File: src/rtl/gomoku_pkg.sv
// Gomoku shared constants: cell encoding, controller states, board size.
// Used by board_state and pixel_gen.
package gomoku_pkg;

    localparam int BOARD_N_DEF = 15;
    localparam int N_CELLS     = BOARD_N_DEF * BOARD_N_DEF;

    localparam logic [1:0] CELL_EMPTY = 2'b00;
    localparam logic [1:0] CELL_BLACK = 2'b01;
    localparam logic [1:0] CELL_WHITE = 2'b10;

    typedef enum logic [1:0] {
        ST_CLEAR = 2'd0,
        ST_IDLE  = 2'd1,
        ST_CHECK = 2'd2
    } state_t;

endpackage

File: src/rtl/cursor_ctrl.sv
// Board cursor: saturating moves by default, wrapping moves when
// CURSOR_WRAP_EN is defined.
module cursor_ctrl #(
    parameter int BOARD_N = 15,
    parameter int COORD_W = 4
) (
    input  logic               clk,
    input  logic               rst,
    input  logic               i_up,
    input  logic               i_down,
    input  logic               i_left,
    input  logic               i_right,
    input  logic               i_en,
    input  logic               i_new_game,
    output logic [COORD_W-1:0] cursor_x,
    output logic [COORD_W-1:0] cursor_y
);

    localparam logic [COORD_W-1:0] MAX = COORD_W'(BOARD_N - 1);
    localparam logic [COORD_W-1:0] CTR = COORD_W'(BOARD_N / 2);

    logic [COORD_W-1:0] r_x;
    logic [COORD_W-1:0] r_y;

    // Opposing pulses on one axis cancel out.
    function automatic logic [COORD_W-1:0] step(
        input logic [COORD_W-1:0] p,
        input logic               inc,
        input logic               dec
    );
        step = p;
`ifdef CURSOR_WRAP_EN
        if (inc && !dec)
            step = (p == MAX) ? '0 : p + 1'b1;
        else if (dec && !inc)
            step = (p == '0) ? MAX : p - 1'b1;
`else
        if (inc && !dec && p != MAX)
            step = p + 1'b1;
        else if (dec && !inc && p != '0)
            step = p - 1'b1;
`endif
    endfunction

    always_ff @(posedge clk or negedge rst) begin
        if (!rst) begin
            r_x <= CTR;
            r_y <= CTR;
        end else if (i_new_game) begin
            r_x <= CTR;
            r_y <= CTR;
        end else if (i_en) begin
            r_x <= step(r_x, i_right, i_left);
            r_y <= step(r_y, i_down, i_up);
        end
    end

    assign cursor_x = r_x;
    assign cursor_y = r_y;

endmodule

File: src/rtl/board_state.sv
// Gomoku board store, cursor and turn controller with registered read port.
// Optional CURSOR_WRAP_EN makes cursor moves wrap at the board edges.
module board_state import gomoku_pkg::*; #(
    parameter int BOARD_N = BOARD_N_DEF,
    parameter int COORD_W = 4
) (
    input  logic               clk,
    input  logic               rst,
    input  logic               btn_up,
    input  logic               btn_down,
    input  logic               btn_left,
    input  logic               btn_right,
    input  logic               btn_place,
    input  logic               new_game,
    input  logic [COORD_W-1:0] rd_x,
    input  logic [COORD_W-1:0] rd_y,
    output logic [1:0]         rd_cell,
    output logic [COORD_W-1:0] cursor_x,
    output logic [COORD_W-1:0] cursor_y,
    output logic               turn,
    output logic               busy,
    output logic               place_ok,
    output logic               place_err,
    output logic [7:0]         stone_count,
    output logic               board_full
);

    localparam int               CELLS = BOARD_N * BOARD_N;
    localparam int               IDX_W = 8;
    localparam logic [IDX_W-1:0] LAST  = IDX_W'(CELLS - 1);
    localparam logic [COORD_W-1:0] EDGE = COORD_W'(BOARD_N);

    state_t           r_state;
    state_t           w_next;
    logic [1:0]       r_board [CELLS];
    logic [IDX_W-1:0] r_clr_idx;
    logic [IDX_W-1:0] r_chk_idx;
    logic             r_turn;
    logic [7:0]       r_count;
    logic             r_ok;
    logic             r_err;
    logic [1:0]       r_rd_cell;

    logic [IDX_W-1:0] w_cur_idx;
    logic [IDX_W-1:0] w_rd_idx;
    logic [IDX_W-1:0] w_wr_idx;
    logic [1:0]       w_wr_data;
    logic [1:0]       w_chk_cell;
    logic             w_we;
    logic             w_move_en;
    logic             w_chk_empty;
    logic             w_done;
    logic             w_reject;
    logic             w_rd_ok;

    assign w_cur_idx = IDX_W'(cursor_y) * IDX_W'(BOARD_N)
                     + IDX_W'(cursor_x);
    assign w_rd_idx  = IDX_W'(rd_y) * IDX_W'(BOARD_N)
                     + IDX_W'(rd_x);
    assign w_rd_ok   = (rd_x < EDGE) && (rd_y < EDGE);

    assign w_chk_cell  = r_board[r_chk_idx];
    assign w_chk_empty = (w_chk_cell == CELL_EMPTY);
    assign w_done   = (r_state == ST_CHECK) && w_chk_empty && !new_game;
    assign w_reject = (r_state == ST_CHECK) && !w_chk_empty && !new_game;

    always_ff @(posedge clk or negedge rst) begin
        if (!rst) r_state <= ST_CLEAR;
        else      r_state <= w_next;
    end

    always_comb begin
        w_next = r_state;
        unique case (r_state)
            ST_CLEAR: if (r_clr_idx == LAST) w_next = ST_IDLE;
            ST_IDLE:  if (btn_place) w_next = ST_CHECK;
            ST_CHECK: w_next = ST_IDLE;
            default:  w_next = ST_CLEAR;
        endcase
        if (new_game) w_next = ST_CLEAR;
    end

    always_comb begin
        busy      = 1'b1;
        w_move_en = 1'b0;
        w_we      = 1'b0;
        w_wr_idx  = r_clr_idx;
        w_wr_data = CELL_EMPTY;
        unique case (r_state)
            ST_CLEAR: w_we = 1'b1;
            ST_IDLE: begin
                busy      = 1'b0;
                w_move_en = !new_game && !btn_place;
            end
            ST_CHECK: begin
                w_we      = w_done;
                w_wr_idx  = r_chk_idx;
                w_wr_data = r_turn ? CELL_WHITE : CELL_BLACK;
            end
            default: ;
        endcase
    end

    // Board is fully rewritten by CLEAR after reset, so no reset here.
    always_ff @(posedge clk) begin
        if (w_we) r_board[w_wr_idx] <= w_wr_data;
    end

    always_ff @(posedge clk or negedge rst) begin
        if (!rst) begin
            r_clr_idx <= '0;
            r_chk_idx <= '0;
            r_turn    <= 1'b0;
            r_count   <= '0;
            r_ok      <= 1'b0;
            r_err     <= 1'b0;
            r_rd_cell <= CELL_EMPTY;
        end else begin
            r_ok  <= w_done;
            r_err <= w_reject;
            if (r_state == ST_CLEAR && !new_game)
                r_clr_idx <= r_clr_idx + 1'b1;
            else
                r_clr_idx <= '0;
            if (r_state == ST_IDLE && btn_place)
                r_chk_idx <= w_cur_idx;
            if (new_game) begin
                r_turn  <= 1'b0;
                r_count <= '0;
            end else if (w_done) begin
                r_turn  <= ~r_turn;
                r_count <= r_count + 1'b1;
            end
            if (w_rd_ok && r_state != ST_CLEAR)
                r_rd_cell <= r_board[w_rd_idx];
            else
                r_rd_cell <= CELL_EMPTY;
        end
    end

    cursor_ctrl #(
        .BOARD_N (BOARD_N),
        .COORD_W (COORD_W)
    ) u_cursor (
        .clk        (clk),
        .rst        (rst),
        .i_up       (btn_up),
        .i_down     (btn_down),
        .i_left     (btn_left),
        .i_right    (btn_right),
        .i_en       (w_move_en),
        .i_new_game (new_game),
        .cursor_x   (cursor_x),
        .cursor_y   (cursor_y)
    );

    assign rd_cell     = r_rd_cell;
    assign turn        = r_turn;
    assign place_ok    = r_ok;
    assign place_err   = r_err;
    assign stone_count = r_count;
    assign board_full  = (r_count == 8'(CELLS));

endmodule

File: config.mk
export PLATFORM = sky130hd
export DESIGN_NAME = board_state
export DESIGN_NICKNAME = d
export VERILOG_FILES = /design/src/rtl/gomoku_pkg.sv /design/src/rtl/cursor_ctrl.sv /design/src/rtl/board_state.sv
export SDC_FILE = /design/constraint.sdc
export NUM_CORES = 1
export LEC_CHECK = 0
export ABC_AREA = 0
export BUFFER_PORTS_ARGS = -buffer_cell sky130_fd_sc_hd__buf_4
export CORE_ASPECT_RATIO = 0.7
export CORE_MARGIN = 2
export CORE_UTILIZATION = 45
export DETAILED_ROUTE_END_ITERATION = 10
export PLACE_DENSITY = 0.6
export SETUP_SLACK_MARGIN = 0.1
export SYNTH_ARGS = -nofsm -noshare
export SYNTH_HDL_FRONTEND = slang
export SYNTH_SLANG_ARGS = --single-unit
export TNS_END_PERCENT = 30
File: constraint.sdc
create_clock -name clk -period 7.85 [get_ports clk]
set_input_delay 1.1775 -clock clk [delete_from_list [all_inputs] [get_ports clk]]
set_output_delay 1.1775 -clock clk [all_outputs]
set_load 0.02 [all_outputs]
## Word level (Yosys, flattened, before mapping)

Memories as Yosys holds them, arrays and structs flattened.
Index checks and enable logic that the tools add are counted.

- Bits in registers: 39
- Bits of input ports: 16
- Output and inout bits: 23
- RAM bits: 450
- Memories kept: 1

- Bitwise gates (word level): 1
- $add $sub $neg: 8
- Order comparisons: 2
- Multiplexer cells: 26
- Equal/unequal tests: 8
- Reduce and logical (&&, ||, !) cells: 36
- Multiply operators: 2

Memory list:

| name | words | bits a word | read ports | clocked after memory_dff | wr ports | line | source |
|---|---|---|---|---|---|---|---|
| r_board | 225 | 2 | 2 | 0 | 1 | board_state.sv:35 | `logic [1:0] r_board [CELLS];` |

Operators by type and width:

| kind | count |
|---|---|
| $mux 4 | 8 |
| $mux 8 | 4 |
| $logic_and 1x1->1 | 17 |
| $add 8x1->8 const B | 2 |
| $add 8x4->8 | 2 |
| $eq 8x8->1 const B | 2 |
| $mul 4x4->8 const B | 2 |
| $mux 2 | 6 |
| $add 4x1->4 const B | 2 |
| $lt 4x4->1 const B | 2 |
| $ne 4x4->1 const B | 2 |
| $reduce_bool 4->1 | 2 |
| $sub 4x1->4 const B | 2 |
| $logic_not 1->1 | 7 |
| $mux 1 | 6 |
| $ne 3x3->1 const B | 2 |
| $pmux 2 s3 | 1 |
| $reduce_and 2->1 | 3 |
| $reduce_bool 2->1 | 3 |
| $reduce_bool 3->1 | 2 |
| $logic_not 2->1 | 2 |
| $eq 2x1->1 const B | 1 |
| $eq 2x2->1 const B | 1 |
| $pmux 1 s2 | 1 |
| $not 1->1 | 1 |

## Depth between registers and ports, before layout

Gate-level depths: netlist (run 1).

- Word-level depth: 7
- Depth in mapped cells: 17

## Hierarchy

Synthesis (run 1) repeated with hierarchy kept, for this count alone.

- Cell total of the unflattened synthesis: 1992
- Area, all modules: 26414.1 um^2

Modules (own cells, without submodules):

| module | times used | cells each | sequential area each (um^2) | area each (um^2) |
|---|---|---|---|---|
| board_state | 1 | 1926 | 14288.7 | 25776.0 |
| cursor_ctrl | 1 | 66 | 207.7 | 638.1 |

## Worst setup path after synthesis (run 1)

OpenSTA, ideal clock, no wires.

- Kind: reg-to-reg
- Start point: reg r_state[1]
- End point: mem r_board[0][0], data pin
- Arrival time: 6.375 ns
- Setup time: 1.249 ns
- Period minus slack after synthesis: 7.624 ns
- Buffers on the path: 3
- Slack: 0.226 ns
- Stages on the path, launching flop included: 6
- Cells stage by stage: dfrtp_1 clkbuf_1 nand2b_1 buf_1 buf_1 nor2_1

- Word-level cells in the longest chain between the ends: 2

RTL lines:

| item | line | source |
|---|---|---|
| start: declaration | board_state.sv:33 | `state_t r_state;` |
| start signal: assignment | board_state.sv:69 | `else r_state <= w_next;` |
| $eq 2x2->1 | board_state.sv:89 | `unique case (r_state)` |
| $mux 2 | board_state.sv:89 |  |
| net w_wr_data[0] | board_state.sv:47 | `logic [1:0] w_wr_data;` |
| end: declaration | board_state.sv:35 |  |

The timed path passes the listed nets, and every way through them passes these cells.

## Worst setup path after layout (run 1)

- Start point: in rd_y[0]
- End point: reg r_rd_cell[0], in the netlist rd_cell[0]

- Word-level cells in the longest chain between the ends: 4
- Elaborated cells on any way between the ends: 7

RTL lines:

| item | line | source |
|---|---|---|
| start: declaration | board_state.sv:16 | `input logic [COORD_W-1:0] rd_y,` |
| $mul 4x4->8 or $lt 4x4->1 (tied branches) | board_state.sv:58, board_state.sv:60 |  |
| $add 8x4->8 or $logic_and 1x1->1 (tied branches) | board_state.sv:59, board_state.sv:60 |  |
| $mem_v2 225x2 or $logic_and 1x1->1 (tied branches) | -- |  |
| $mux 2 * | board_state.sv:134 | `if (w_rd_ok && r_state != ST_CLEAR)` |
| end signal: assignment | board_state.sv:135 | `r_rd_cell <= r_board[w_rd_idx];` |
| end: declaration | board_state.sv:42 | `logic [1:0] r_rd_cell;` |

Every way passes the cells marked *; elsewhere a longest branch is shown, timed or not.
A chain may end at the register's enable or synchronous reset.

==> out/results.ini, run 1 <==
[global_route]
grt_pass1_vias=16900
grt_pass1_wl_um=115000
grt_overflow_total=0
grt_max_degree=226
antenna_found_initial=1
grtUsageTotal=0.266

[clocking]
root_buffer=clkbuf_16
clock_latency_ns=0.59
cts.sinks=489
numCtsBuffers=48
clockBufferDepth=3
clk_pin_slew_ns=0.07
ctsHoldBuffers=0
post_cts_resized=0
cts_tree=yes
htreeDepth=2
postCtsSetupBuffers=0

[sta]
setup_violations=0
maxSlewViolCount=0
holdWs_ns=0.556
period_share=0.681
maxSlewHeadroom=0.159
timing.fmax_mhz=187
fin_skew_ns=0.0297
setup_tns_ns=0
grt_setup_unrepaired=no
hold_violations=0
period_needed_ns=5.35
worst_pin_slew_ns=1.25

[detailed_routing]
ant_nets=0
via_per_inst=6.75
firstDrtPassIters=5
wire_per_inst_um=29.9
vias=17600
drc=0
detail_route.iter0.violations=2769
routed_wl_um=78000

[final_layout]
fin_util=0.501
syn_to_final_growth_pct=9.53
mostFrequentLayoutCells=edfxtp_1 (450), nor3_1 (216), mux4_2 (137)
layoutNonFillerInstCount=2606
drive_gt1_frac=0.197
nets=1905
final_common_cell=edfxtp_1

[logic_synthesis]
synthesis.nets=1930
syn_area_sq_um=25400
synthXorXnorAreaFrac=0.00829
async_flop_share=0.0798
synth_fa_ha_area_frac=0.0353
synth_edf_count=450
synth_top_family_by_area=simple AND/OR/NAND/NOR gates
netlist-cell-type-count=77
netlist_instances=1852
syn_area_per_cell_sq_um=13.7
synthSimpleGateAreaFrac=0.141
synth.area.mux_share=0.135
synth_warnings=0
synthFlopType=edfxtp_1
ys_seq_area_frac=0.572
ys_ff_latch=489
synth_compound_area_frac=0.0681

[worst_hold_path]
min_from=u_cursor.cursor_x[2]
hold_path_class=flip-flop to flip-flop
min_path_cells=2

[die]
core_area_sq_um=55500
start_util=0.457
dieWidth_um=288
ios=39
fp.dieH_um=203
die-area_sq_um=58300
rows=72

[placed_design]
gp_congestion=0.884
port_buffers=38
place_hpwl_um=48500
place_inst=2517

[setup_path]
cp-start-kind=primary input
path_cells=buf_4 > fa_1 > inv_1 > fa_1 > fa_1 > inv_1 > ha_1 > nand2b_1 > a21oi_1 > xor2_4 > buf_4 > mux4_2 > mux2i_1 > o211ai_1 > o21ai_0
worstPathMaxFanout=16
crit_top_cell=fa_1
cp-startpoint=rd_y[0]
max_stage_delay_ns=0.56
r2r_start=r_chk_idx[2]
slowest_stage=xor2_4
cp.required_ns=8.36
cp-end-kind=flip-flop
reg2regPathDepth=10
critPathKind=primary input to flip-flop
worstPathArrival_ns=5.86

[pwr]
powerDensity_nw_per_um2=231
vdd_ir_drop_max_mv=0.170
leakagePower_nw=7.93

[outcome]
status=complete, no violations

[run]
drv_cap=0

## through the flow
stage,total power [mW],cell area [sq um],setup WS (ns)
2_1_floorplan,3.68,25400,0.226
3_3_place_gp,4.09,26200,2.02
3_5_place_dp,4.10,26200,1.98
4_1_cts,6.42,27800,2.59
5_1_grt,6.59,27800,2.33
6_report,6.43,27800,2.50
## report_power, final
group	leakage [nW]	total [mW]	internal, mW	switching (mW)
logic	3.18	1.21	0.447	0.759
clock network	0.746	2.35	1.32	1.03
registers	4.01	2.87	2.82	0.0545
## layer usage
metal | track usage | routed length, um | vias up
met3 | 0.0663 | 9800 | 132
met5 | 0 | 27 | -
met2 | 0.378 | 33300 | 1180
met1 | 0.407 | 33000 | 8963
li1 | - | - | 7319
met4 | 0.0688 | 1820 | 4
## state kept, by name, indices dropped and copies added (netlist names)
| name | cells |
|---|---|
| r_board | 450 |
| u_cursor.cursor_x | 4 |
| r_state | 2 |
| r_chk_idx | 8 |
| place_err | 1 |
| stone_count | 8 |
| r_clr_idx | 8 |
| turn | 1 |
| u_cursor.cursor_y | 4 |
| place_ok | 1 |
| rd_cell | 2 |
## worst max-delay path: cells and delay by family
family,cells,cell delay [ns]
buffers and inverters,4,0.60
and+or+nand+nor,1,0.07
xor gates and xnor gates,1,0.56
muxes,2,0.98
AOI/OAI and AO/OA,3,0.63
adders and majority gates,4,1.81
## cell usage after synthesis, drive strengths merged (5+ instances only)
library cell / count / share of area
edfxtp: 450 / 0.53
nor3: 218 / 0.043
nor2: 138 / 0.020
mux4: 137 / 0.12
nor4: 124 / 0.037
buf: 83 / 0.023
nand2: 75 / 0.011
a211oi: 69 / 0.021
a21oi: 69 / 0.014
clkbuf: 66 / 0.0098
inv: 50 / 0.0074
ha: 46 / 0.023
dfrtp: 33 / 0.033
mux2i: 26 / 0.010
o21ai: 24 / 0.0049
nand3: 18 / 0.0036
fa: 16 / 0.013
nor2b: 15 / 0.0037
nand2b: 12 / 0.0030
nor3b: 12 / 0.0036
xnor2: 12 / 0.0041
xor2: 12 / 0.0041
o311ai: 11 / 0.0041
or2: 11 / 0.0027
a211o: 10 / 0.0035
o211ai: 10 / 0.0032
and2: 9 / 0.0022
mux2: 8 / 0.0036
nand4: 8 / 0.0020
a21o: 7 / 0.0021
a31oi: 7 / 0.0017
nand3b: 7 / 0.0021
o31ai: 7 / 0.0021
dfstp: 6 / 0.0062
a41oi: 5 / 0.0017
or3: 5 / 0.0012
## final cells by class
| type | count | area [sq um] |
|---|---|---|
| diodes | 1 | 2.50 |
| inverters | 50 | 188 |
| clock buffers | 64 | 1330 |
| multi-input cells | 1164 | 10000 |
| flip-flops and latches | 489 | 14500 |
| clock inverters | 24 | 229 |
| well taps | 740 | 926 |
| fillers | 4741 | 27700 |
| repair buffers | 74 | 593 |
## worst paths after layout
path / endpoint / slack (ns)
worst max-delay path: rd_cell[0] / 2.50
worst min-delay path: u_cursor.cursor_x[2] / 0.56
worst max register to register: r_board[193][1] / 2.83
worst min register to register: u_cursor.cursor_x[2] / 0.56
max in group asynchronous: r_chk_idx[1] / 6.79
min in group asynchronous: rd_cell[0] / 0.58
## kinds of logic after synthesis
logic type	after synthesis
and+or+nand+nor	665
DFF	489
AOI/OAI and AO/OA	242
buffers and inverters	199
muxes	171
adders and majority gates	62
xor gates and xnor gates	24
Power figures use the tool's default switching activity.
==> inputs of run 2 (changes only) <==
==> constraint.sdc (replaced) <==
create_clock -name clk -period 4.69 [get_ports clk]
set_input_delay 0.7035 -clock clk [delete_from_list [all_inputs] [get_ports clk]]
set_output_delay 0.7035 -clock clk [all_outputs]
set_load 0.02 [all_outputs]
==> run 2 against run 1 <==
  * Routed wire length increased by 1.6%
  * Combinational power is 90% higher
  * Setup slack lost 2.1 ns
  * Die area did not move
  * Global-route usage rose by 0.55 points
  * Critical path depth decreased by 4
  * Critical endpoint is now r_board[201][0]
  * Largest power group unchanged
  * Highest routed layer is now met4
==> out/results.ini, run 2 (synthesis gave the netlist of run 1 again) <==
[worst_hold_path]
hold_path_class=primary input to async pin

[clocking]
ctsHoldBuffers=0
cts_tree=yes
htreeDepth=2
root_buffer=clkbuf_16
clockBufferDepth=3
cts.sinks=489
clock_latency_ns=0.59
post_cts_resized=0
clk_pin_slew_ns=0.06
numCtsBuffers=48
postCtsSetupBuffers=0

[sta]
period_share=0.924
period_needed_ns=4.33
maxSlewHeadroom=0.0767
hold_violations=0
holdWs_ns=0.107
worst_pin_slew_ns=1.38
setup_violations=0
fin_skew_ns=0.0306
timing.fmax_mhz=231
grt_setup_unrepaired=no
maxSlewViolCount=0

[setup_path]
worstPathArrival_ns=4.56
cp.required_ns=4.91
r2r_start=r_chk_idx[2]
cp-end-kind=flip-flop
slowest_stage=or2_1
cp-start-kind=flip-flop
critPathKind=flip-flop to flip-flop
max_stage_delay_ns=0.67
cp-startpoint=r_chk_idx[2]
worstPathMaxFanout=42
path_cells=or2_1 > a211oi_1 > nor4_1 > nor3_1 > and4bb_2 > a221oi_4 > a21oi_2 > a21boi_4 > buf_12 > buf_12 > nor4_1

[detailed_routing]
via_per_inst=6.66
drc=0
detail_route.iter0.violations=2688
routed_wl_um=79300
ant_nets=0
firstDrtPassIters=6
wire_per_inst_um=29.8
vias=17700

[final_layout]
syn_to_final_growth_pct=12.1
mostFrequentLayoutCells=edfxtp_1 (450), nor3_1 (216), mux4_2 (137), nor2_1 (137), buf_4 (112)
drive_gt1_frac=0.221
final_common_cell=edfxtp_1
largest_register_ff_count=450
largest_register=r_board
fin_area_sq_um=28400
layoutNonFillerInstCount=2663
nets=1964

[global_route]
grt_pass1_wl_um=116000
grt_pass1_vias=17300
grt_max_degree=155
grt_overflow_total=0
grtUsageTotal=0.272
antenna_found_initial=0

[die]
core_area_sq_um=55500
ios=39
rows=72
start_util=0.457
fp.dieH_um=203
die-area_sq_um=58300
dieWidth_um=288

[run]
drv_cap=0

[outcome]
status=complete, no violations

[pwr]
leakagePower_nw=8.31
powerDensity_nw_per_um2=387
p_total_mw=11.0
vdd_ir_drop_max_mv=0.292

[placed_design]
gp_congestion=0.915
place_inst=2576
placed_area_sq_um=26900
port_buffers=38
place_hpwl_um=52600

## run 2: per-layer routing
layer,global-route usage,share of wire,routed length (um)
met5,0,0,0
met4,0.0833,0.033,2580
met3,0.0943,0.13,10700
met2,0.388,0.42,33700
met1,0.391,0.41,32400
## run 2: area by class of cell
cell class                 instances  area (sq um)
inverter                          50           188
fill                            4711         27100
clock inverter                    26           269
sequential                       489         14500
multi-input combinational       1164          9990
antenna                            1          2.50
timing repair buffer             133          1260
tap                              740           926
clock buffer                      60          1290
## run 2: final timing paths
kind	depth (start not counted)	slack (ns)	to
min in group clk	3	0.41	r_state[0]
max reg2reg	11	0.36	r_board[201][0]
max in group asynchronous	1	4.14	r_chk_idx[1]
min	1	0.11	stone_count[7]
max	11	0.36	r_board[201][0]
min reg2reg	2	0.56	u_cursor.cursor_x[2]
## run 2: critical path, delay by kind of cell, from the launching register on
kind / cells / cell delay (ns)
AO/OA/AOI/OAI: 4 / 0.58
buffers and inverters: 2 / 0.37
flip-flops: 1 / 0.65
AND/OR/NAND/NOR: 5 / 2.32
## run 2: through the flow
step	TNS, ns	util	setup slack, ns
after floorplan	-8.17	-	-0.0363
after global placement	-0.0521	0.484	-0.0521
after detailed placement	-0.00819	0.484	-0.00819
after CTS	0	0.512	0.496
after global routing	0	0.512	0.293
final	0	0.512	0.356
## run 2: where the power goes
part | internal (mW) | leakage (nW) | total (mW) | switching [mW]
combinational | 0.960 | 3.53 | 2.30 | 1.34
clock | 2.22 | 0.766 | 3.93 | 1.71
sequential | 4.71 | 4.01 | 4.78 | 0.0691
==> inputs of run 3 (changes only) <==
--- a/config.mk
+++ b/config.mk
@@ -6,12 +6,13 @@
 export NUM_CORES = 1
 export LEC_CHECK = 0
 export ABC_AREA = 0
-export BUFFER_PORTS_ARGS = -buffer_cell sky130_fd_sc_hd__buf_4
 export CORE_ASPECT_RATIO = 0.7
 export CORE_MARGIN = 2
 export CORE_UTILIZATION = 45
+export CTS_BUF_LIST = sky130_fd_sc_hd__clkbuf_2 sky130_fd_sc_hd__clkbuf_4 sky130_fd_sc_hd__clkbuf_8
 export DETAILED_ROUTE_END_ITERATION = 10
-export PLACE_DENSITY = 0.6
+export DONT_BUFFER_PORTS = 1
+export PLACE_DENSITY = 0.59
 export SETUP_SLACK_MARGIN = 0.1
 export SYNTH_ARGS = -nofsm -noshare
 export SYNTH_HDL_FRONTEND = slang
==> run 3 against run 2 <==
  * Critical path depth increased by 2
  * Core utilization shrank 0.42 points
  * Routed wire length increased by 1.9%
  * Maximum frequency decreased by 1.0%
  * Sequential power about the same
  * Flip-flop and latch count did not move
  * Hold slack better by 0.0038 ns
  * Setup slack got worse by 0.044 ns
  * Cell count increased by 0.75%
  * Critical path type unchanged
  * Critical endpoint is now r_board[91][1]
==> out/results.ini, run 3 (synthesis gave the netlist of run 1 again) <==
[outcome]
status=complete, no violations

[detailed_routing]
ant_nets=0
drc=0
firstDrtPassIters=5
vias=17900
wire_per_inst_um=30.1
via_per_inst=6.66
routed_wl_um=80800
detail_route.iter0.violations=2535

[global_route]
grt_max_degree=166
grtUsageTotal=0.276
grt_pass1_wl_um=118000
grt_pass1_vias=17200
grt_overflow_total=0
antenna_found_initial=3

[clocking]
root_buffer=clkbuf_8
ctsHoldBuffers=2
clock_latency_ns=0.68
numCtsBuffers=77
clockBufferDepth=3
clk_pin_slew_ns=0.06
cts.sinks=489
cts_tree=yes
htreeDepth=3
post_cts_resized=0
postCtsSetupBuffers=0

[final_layout]
final_common_cell=edfxtp_1
multi_input_area_sq_um=9990
drive_gt1_frac=0.229
largest_register=r_board
fillers=4733
seq_area_sq_um=14500
nets=1957
fin_area_sq_um=28200
syn_to_final_growth_pct=11.2
fin_util=0.508
layoutNonFillerInstCount=2683
diodes=0
mostFrequentLayoutCells=edfxtp_1 (450), nor3_1 (216), mux4_2 (137), nor2_1 (137), nor4_1 (97)
largest_register_ff_count=450

[sta]
maxSlewHeadroom=0.351
period_share=0.934
timing.fmax_mhz=228
grt_setup_unrepaired=no
setup_tns_ns=0
fin_skew_ns=0.0573
worst_pin_slew_ns=0.973
holdWs_ns=0.111
hold_violations=0
setup_violations=0
maxSlewViolCount=0
setup_ws_ns=0.311
period_needed_ns=4.38

[die]
ios=39
die-area_sq_um=58300
dieWidth_um=288
core_area_sq_um=55500
rows=72
start_util=0.457
fp.dieH_um=203

[setup_path]
worstPathArrival_ns=4.68
cp-start-kind=flip-flop
worstPathMaxFanout=54
max_stage_delay_ns=0.66
cp-end-kind=flip-flop
cp.required_ns=4.99
path_cells=buf_12 > buf_4 > nor3b_1 > o311ai_0 > nor4_1 > a41oi_1 > nand3_1 > o22ai_4 > a21oi_2 > a21boi_4 > buf_12 > buf_4 > nor4_1
crit_buf_inv=4
critPathKind=flip-flop to flip-flop
crit_family=simple AND/OR/NAND/NOR gates
slowest_stage=dfrtp_4

[placed_design]
gp_congestion=0.937
dpl_worst_slack_ns=0.0152
port_buffers=0
placed_area_sq_um=26600
place_hpwl_um=52700
place_inst=2538

[pwr]
vdd_ir_drop_max_mv=0.226
powerDensity_nw_per_um2=385
p_total_mw=10.9
leakagePower_nw=8.21

[worst_hold_path]
hold_path_class=primary input to flip-flop

[run]
drv_cap=0

## run 3: changes by cell type in the layout (fill, tap and decap cells not counted), sizes merged
cell	change
clkinvlp	+1
inv	+3
clkbuf	+44
dlygate4sd3	+1
clkinv	+10
bufinv	-1
diode	-1
buf	-37
## run 3: final timing paths
| check | startpoint | endpoint | slack, ns | cells past startpoint |
|---|---|---|---|---|
| setup reg to reg | r_chk_idx[1] | r_board[91][1] | 0.31 | 13 |
| setup / recovery | r_chk_idx[1] | r_board[91][1] | 0.31 | 13 |
| hold reg to reg | u_cursor.cursor_x[2] | u_cursor.cursor_x[2] | 0.60 | 2 |
| min in group asynchronous | rst | rd_cell[0] | 0.61 | 2 |
| hold / removal | new_game | stone_count[5] | 0.11 | 1 |
| max in group asynchronous | rst | u_cursor.cursor_x[0] | 3.77 | 2 |
## run 3: area by class of cell
class                   instances  area share
well taps                     740      0.0328
clock buffers                 104      0.0454
inverters                      50     0.00666
clock inverters                39      0.0108
repair buffers                 97      0.0355
flip-flops and latches        489       0.514
multi-input cells            1164       0.354
## run 3: per-layer routing
| layer | GRT usage | wire length, um | vias to the layer above |
|---|---|---|---|
| met2 | 0.382 | 33800 | 1214 |
| met1 | 0.421 | 34700 | 9079 |
| li1 | - | - | 7428 |
| met4 | 0.0740 | 2010 | 8 |
| met3 | 0.0845 | 10200 | 148 |
| met5 | 0 | 91 | - |
## run 3: worst register-to-register path, cell delays in order (launching register included)
cell,delay (ns)
dfrtp_4,0.66
buf_12,0.33
buf_4,0.42
nor3b_1,0.30
o311ai_0,0.17
nor4_1,0.33
a41oi_1,0.12
nand3_1,0.26
o22ai_4,0.16
a21oi_2,0.23
a21boi_4,0.11
buf_12,0.20
buf_4,0.25
nor4_1,0.52
## run 3: where the power goes
group          internal, mW  switching [mW]
clock                  2.02            1.80
sequential             4.71          0.0493
combinational         0.889            1.39
